===== src/rtl/uart_pkg.sv =====
// Shared UART definitions: receiver FSM state encodings and the parity helper,
// which the matching transmitter also uses.
package uart_pkg;

    typedef enum logic [2:0] {
        S_IDLE     = 3'd0,
        S_START    = 3'd1,
        S_DATA     = 3'd2,
        S_PARITY   = 3'd3,
        S_STOP     = 3'd4,
        S_BRK_WAIT = 3'd5
    } rx_state_t;

    // Parity bit a transmitter would send for 'data' (zero-extended to 9 bits).
    function automatic logic f_parity(input logic [8:0] data, input logic odd);
        return (^data) ^ odd;
    endfunction

endpackage


===== src/rtl/uart_sync_fifo.sv =====
// Synchronous FIFO with show-ahead read; full/empty resolved with an extra pointer bit.
module uart_sync_fifo #(
    parameter int WIDTH = 10,
    parameter int DEPTH = 4
) (
    input  logic             i_Clock,
    input  logic             reset,
    input  logic             push,
    input  logic [WIDTH-1:0] wr_data,
    input  logic             pop,
    output logic [WIDTH-1:0] rd_data,
    output logic             full,
    output logic             empty
);

    localparam int AW = $clog2(DEPTH);

    logic [WIDTH-1:0] mem [DEPTH];
    logic [AW:0]      wr_ptr;
    logic [AW:0]      rd_ptr;
    logic             do_push;
    logic             do_pop;

    assign empty   = (wr_ptr == rd_ptr);
    assign full    = (wr_ptr[AW] != rd_ptr[AW]) && (wr_ptr[AW-1:0] == rd_ptr[AW-1:0]);
    assign do_pop  = pop & ~empty;
    // A pop in the same cycle frees the slot being written, so a full FIFO still accepts.
    assign do_push = push & (~full | do_pop);
    assign rd_data = mem[rd_ptr[AW-1:0]];

    always_ff @(posedge i_Clock) begin
        if (reset) begin
            wr_ptr <= '0;
            rd_ptr <= '0;
            for (int unsigned i = 0; i < DEPTH; i++) begin
                mem[i] <= '0;
            end
        end else begin
            if (do_push) begin
                mem[wr_ptr[AW-1:0]] <= wr_data;
                wr_ptr              <= wr_ptr + 1'b1;
            end
            if (do_pop) begin
                rd_ptr <= rd_ptr + 1'b1;
            end
        end
    end

endmodule


===== src/rtl/uart_rx_framed.sv =====
// Parametrised UART receiver: synchroniser, framing FSM and shift register,
// with error-tagged words buffered in a valid/ready FIFO.
module uart_rx_framed
    import uart_pkg::*;
#(
    parameter int CLKS_PER_BIT = 50,
    parameter int DATA_BITS    = 8,
    parameter int PARITY_EN    = 0,
    parameter int PARITY_ODD   = 0,
    parameter int STOP_BITS    = 1,
    parameter int FIFO_DEPTH   = 4
) (
    input  logic                 i_Clock,
    input  logic                 reset,
    input  logic                 i_Rx_Serial,
    output logic [DATA_BITS-1:0] o_Rx_Data,
    output logic                 o_Frame_Err,
    output logic                 o_Parity_Err,
    output logic                 o_Rx_Valid,
    input  logic                 i_Rx_Ready,
    output logic                 o_Overrun,
    input  logic                 i_Err_Clr
);

    localparam int CW = $clog2(CLKS_PER_BIT);
    localparam int IW = $clog2(DATA_BITS + 1);
    localparam logic [CW-1:0] CNT_MAX   = CW'(CLKS_PER_BIT - 1);
    localparam logic [CW-1:0] CNT_HALF  = CW'((CLKS_PER_BIT - 1) / 2);
    localparam logic [IW-1:0] IDX_LAST  = IW'(DATA_BITS - 1);
    localparam logic          STOP_LAST = 1'(STOP_BITS - 1);

    rx_state_t            state;
    logic                 rx_meta;
    logic                 rx_sync;
    logic [CW-1:0]        count;
    logic [IW-1:0]        bit_idx;
    logic                 stop_idx;
    logic [DATA_BITS-1:0] data_sr;
    logic                 parity_bit;
    logic                 frame_acc;

    logic                 push;
    logic                 parity_err_now;
    logic [DATA_BITS+1:0] push_word;
    logic [DATA_BITS+1:0] head_word;
    logic                 fifo_full;
    logic                 fifo_empty;
    logic                 pop_eff;

    assign push = (state == S_STOP) && (count == CNT_MAX) && (stop_idx == STOP_LAST);
    assign parity_err_now = (PARITY_EN != 0) &&
                            (f_parity(9'(data_sr), PARITY_ODD != 0) != parity_bit);
    // The last stop sample is folded in combinationally since the word is pushed in that cycle.
    assign push_word = {parity_err_now, frame_acc | ~rx_sync, data_sr};
    assign pop_eff   = ~fifo_empty & i_Rx_Ready;

    always_ff @(posedge i_Clock) begin
        if (reset) begin
            rx_meta <= 1'b1;
            rx_sync <= 1'b1;
        end else begin
            rx_meta <= i_Rx_Serial;
            rx_sync <= rx_meta;
        end
    end

    always_ff @(posedge i_Clock) begin
        if (reset) begin
            state      <= S_IDLE;
            count      <= '0;
            bit_idx    <= '0;
            stop_idx   <= 1'b0;
            data_sr    <= '0;
            parity_bit <= 1'b0;
            frame_acc  <= 1'b0;
        end else begin
            case (state)
                S_IDLE: begin
                    count <= '0;
                    if (!rx_sync) state <= S_START;
                end
                S_START: begin
                    if (count == CNT_HALF) begin
                        count   <= '0;
                        bit_idx <= '0;
                        state   <= rx_sync ? S_IDLE : S_DATA;
                    end else begin
                        count <= count + 1'b1;
                    end
                end
                S_DATA: begin
                    if (count == CNT_MAX) begin
                        count   <= '0;
                        data_sr <= {rx_sync, data_sr[DATA_BITS-1:1]};
                        bit_idx <= bit_idx + 1'b1;
                        if (bit_idx == IDX_LAST) begin
                            stop_idx  <= 1'b0;
                            frame_acc <= 1'b0;
                            state     <= (PARITY_EN != 0) ? S_PARITY : S_STOP;
                        end
                    end else begin
                        count <= count + 1'b1;
                    end
                end
                S_PARITY: begin
                    if (count == CNT_MAX) begin
                        count      <= '0;
                        parity_bit <= rx_sync;
                        state      <= S_STOP;
                    end else begin
                        count <= count + 1'b1;
                    end
                end
                S_STOP: begin
                    if (count == CNT_MAX) begin
                        count <= '0;
                        if (stop_idx == STOP_LAST) begin
                            state <= rx_sync ? S_IDLE : S_BRK_WAIT;
                        end else begin
                            stop_idx  <= 1'b1;
                            frame_acc <= frame_acc | ~rx_sync;
                        end
                    end else begin
                        count <= count + 1'b1;
                    end
                end
                S_BRK_WAIT: begin
                    if (rx_sync) state <= S_IDLE;
                end
                default: state <= S_IDLE;
            endcase
        end
    end

    always_ff @(posedge i_Clock) begin
        if (reset) begin
            o_Overrun <= 1'b0;
        end else if (push && fifo_full && !pop_eff) begin
            o_Overrun <= 1'b1;
        end else if (i_Err_Clr) begin
            o_Overrun <= 1'b0;
        end
    end

    uart_sync_fifo #(
        .WIDTH(DATA_BITS + 2),
        .DEPTH(FIFO_DEPTH)
    ) u_fifo (
        .i_Clock(i_Clock),
        .reset  (reset),
        .push   (push),
        .wr_data(push_word),
        .pop    (pop_eff),
        .rd_data(head_word),
        .full   (fifo_full),
        .empty  (fifo_empty)
    );

    assign o_Rx_Data    = head_word[DATA_BITS-1:0];
    assign o_Frame_Err  = head_word[DATA_BITS];
    assign o_Parity_Err = head_word[DATA_BITS+1];
    assign o_Rx_Valid   = ~fifo_empty;

endmodule


===== config.mk =====
export PLATFORM = sky130hd
export DESIGN_NAME = uart_rx_framed
export DESIGN_NICKNAME = d
export VERILOG_FILES = /design/src/rtl/uart_pkg.sv /design/src/rtl/uart_sync_fifo.sv /design/src/rtl/uart_rx_framed.sv
export SDC_FILE = /design/constraint.sdc
export NUM_CORES = 1
export LEC_CHECK = 0
export ABC_AREA = 0
export CELL_PAD_IN_SITES_DETAIL_PLACEMENT = 1
export CELL_PAD_IN_SITES_GLOBAL_PLACEMENT = 1
export CORE_MARGIN = 4
export CORE_UTILIZATION = 40
export DETAILED_ROUTE_END_ITERATION = 7
export PLACE_DENSITY_LB_ADDON = 0.1
export REMOVE_ABC_BUFFERS = 1
export SLEW_MARGIN = 20
export SYNTH_ARGS = -nofsm -noshare
export SYNTH_HDL_FRONTEND = slang
export SYNTH_HIERARCHICAL = 1
export SYNTH_SLANG_ARGS = --single-unit

===== constraint.sdc =====
create_clock -name i_Clock -period 3.05 [get_ports i_Clock]
set_clock_uncertainty 0.15 [all_clocks]
set_input_delay 0.305 -clock i_Clock [delete_from_list [all_inputs] [get_ports i_Clock]]
set_output_delay 0.305 -clock i_Clock [all_outputs]
set_load 0.01 [all_outputs]

==> flow_summary.yaml <==
outcome:
  status: "completed"
power_and_ir_drop:
  switchingPower_mw: 0.449
  leakage_nw: 1.35
  internal_power_mw: 1.49
  p_sw_frac: 0.232
  pwr-share-clk: 0.394
  power.density_mw_per_mm2: 481
  p_comb_frac: 0.055
  p_seq_frac: 0.551
  ir_drop_mv: 0.179
grt:
  grt_pass1_wl_um: 13500
  grt_pass1_vias: 2531
  grt.overflow.total: 0
  grt_usage: 0.167
  antenna_found_initial: 0
  grt_max_degree: 44
route:
  vias_per_cell: 5.41
  wl_um: 7880
  drtAntennaViolNets: 0
  wire_per_inst_um: 17.3
  drc: 0
  drtPass1Iterations: 4
  vias: 2458
  drt_iter0_markers: 118
layout:
  mostFrequentLayoutCell: "edfxtp_1"
  n_antenna_cell: 0
  layout_common_cells: "edfxtp_1, nor3_1, dfxtp_1, nand2_1, nor2_1"
  drive_gt1_frac: 0.171
  final_nets: 352
  nFillCells: 964
  stdcell_area_mm2: 0.00402
  synthToLayoutAreaGrowth_pct: 12.2
clocking:
  cts.path.max_buffers: 2
  clk_pin_slew_worst_paths_ps: 80
  cts.sinks: 73
  clkLatencyLatePin_ps: 340
  cts_root_buf: "clkbuf_8"
  post_cts_buffers: 0
  htree_levels: 3
  cts_made_buffers: 9
  cts_tree: "built"
  hold_buffers: 0
  ctsResizeCount: 0
worst_setup_path:
  slowest_stage: "o41ai_4"
  worstReg2RegStart: "u_fifo/rd_ptr[2]"
  cp_cell_sequence: "xnor2_1 -> nand3_1 -> inv_1 -> nor2b_1 -> o41ai_4 -> buf_4 -> nor3_1"
  crit_path_max_incr_delay_ps: 570
  crit_type: "reg -> reg"
  worst-path-max-fanout: 37
  startpoint_type: "register"
  arrival_ps: 2710
  crit_required_ps: 2970
  ff2ff_path_depth: 7
  crit_family: "compound AO/OA/AOI/OAI gates"
  reg2reg_slack_ps: 250
  cp-end-kind: "register"
  cp_num_buf_inv: 2
  r2r-end: "u_fifo/mem[2][4]"
floorplan:
  dieWidth_um: 103
  pin_count: 17
  core_mm2: 0.00872
  die_area_mm2: 0.0105
  row_count: 34
  dieHeight_um: 103
  start_util: 0.411
sta:
  tightest_slew_ps: 552
  maxSlewHeadroom: 0.632
  setup_ws_ps: 255
  post-route-period-util: 0.917
  fmax_mhz: 358
  rsz0062_at_grt: "no"
  finalSetupViolations: 0
  min_period_ps: 2800
  slew_violations: 0
  hold_viol_final: 0
synthesis:
  synth_largest_area_cell: "edfxtp_1"
  synth_cell_types: 56
  synthCells: 324
  synth.avg_cell_area_um2: 11.1
  muxShareOfSynthArea: 0.0851
  yosysTopAreaCellShare: 0.335
  synth_flop_cell: "edfxtp_1"
  synth_edf_count: 40
  netlist_area_mm2: 0.00359
  synth_seq_cells: 73
  synth_compound_area_frac: 0.110
  yosys-top-cells-area: "edfxtp_1, dfxtp_1, mux4_2"
  synthXorXnorAreaFrac: 0.0220
  ys_warn_count: 6
  synth_top_family_by_area: "simple AND/OR/NAND/NOR gates"
  synth_seq_area_share: 0.519
  async_reset_ff_frac: 0
  synth_adder_area_share: 0.0209
  synth-simple-area-share: 0.186
hold_path:
  min-delay-start: "rx_meta"
  holdPathEnd: "rx_sync"
  hold_path_class: "reg -> reg"
  worst_hold_path.num_cells: 1
place:
  gp_congestion: 0.756
  preCtsSetupSlack_ps: 263
  port-buffer-count: 16
  placed_cell_area_mm2: 0.00383
  dp_hpwl_um: 5430
run:
  drv_cap: 0
## state kept, by name (all words and copies together), names as in the netlist, named ones only
register	flops
bit_idx	4
count	6
data_sr	8
frame_acc	1
o_Overrun	1
rx_meta	1
rx_sync	1
state	3
u_fifo/mem	40
u_fifo/rd_ptr	3
u_fifo/wr_ptr	3
## power by group through the flow
stage	Combinational (mW)	Sequential [mW]	Clock, mW
after CTS	0.109	1.07	0.792
after global routing	0.118	1.07	0.835
after global placement	0.107	1.09	0
final	0.106	1.07	0.762
after floorplan	0.0567	1.09	0
after detailed placement	0.109	1.09	0
## how the worst max path moves through the flow
stage	endpoint	from	cells past startpoint	slack, ps
5_1_grt	u_fifo/mem[2][4]	u_fifo/rd_ptr[2]	7	60
6_report	u_fifo/mem[2][4]	u_fifo/rd_ptr[2]	7	250
4_1_cts	u_fifo/mem[2][4]	u_fifo/rd_ptr[2]	7	250
3_5_place_dp	u_fifo/mem[2][4]	u_fifo/rd_ptr[2]	7	260
3_3_place_gp	u_fifo/mem[1][2]	u_fifo/rd_ptr[2]	7	390
2_1_floorplan	u_fifo/mem[0][0]	u_fifo/rd_ptr[2]	6	-190
## stage by stage
stage | total power, mW | cells | hold WS, ps | TNS, ps | util
3_5_place_dp | 1.20 | 438 | 246 | 0 | 0.439
3_3_place_gp | 1.19 | 438 | 241 | 0 | 0.439
2_1_floorplan | 1.14 | 305 | 224 | -5830 | -
6_report | 1.93 | 454 | 263 | 0 | 0.461
5_1_grt | 2.02 | 454 | 301 | 0 | 0.461
4_1_cts | 1.97 | 454 | 264 | 0 | 0.461
## cell families after synthesis
family	Yosys count
buffers and inverters	40
other	1
adders and majority gates	6
DFF	73
and+or+nand+nor	127
xor gates and xnor gates	9
muxes	17
AOI/OAI and AO/OA	51
## layout make-up
cell class / instances / area [µm²] / area share
Clock buffer: 10 / 128 / 0.0317
Clock inverter: 6 / 67.6 / 0.0168
Inverter: 21 / 78.8 / 0.0196
Multi-Input combinational cell: 211 / 1520 / 0.379
Sequential cell: 73 / 1860 / 0.463
Tap cell: 108 / 135 / 0.0336
Timing Repair Buffer: 25 / 228 / 0.0566
## cell usage after synthesis (2+ instances only)
cell	count
edfxtp_1	40
nor3_1	36
dfxtp_1	33
nand2_1	27
nor2_1	23
inv_1	21
a21oi_1	14
mux4_2	10
nand3_1	9
nor2b_1	9
nand2b_1	8
clkbuf_1	7
buf_6	6
ha_1	6
xnor2_1	5
buf_2	4
mux2_2	4
o21ai_0	4
xor2_1	4
a31oi_1	3
o21bai_2	3
or2_2	3
a211o_1	2
a211oi_1	2
a31o_2	2
and2_1	2
buf_1	2
mux2i_1	2
nand4_1	2
o211ai_1	2
o22ai_1	2
o31ai_1	2
o32a_2	2
## worst register-to-register path: cells and delay by family (launching register included)
family	cells	cell delay (ps)
AND/OR/NAND/NOR	3	420
flip-flops	1	350
buffers and inverters	2	560
AO/OA/AOI/OAI	1	580
XOR/XNOR	1	470
## metal layers
metal | wire (µm) | track usage | up-vias
li1 | - | - | 1210
met1 | 3800 | 0.231 | 1210
met2 | 3790 | 0.269 | 28
met3 | 178 | 0.0264 | 10
met4 | 98 | 0.0575 | 0
met5 | 0 | 0 | -
(Power assumes the default switching activity.)
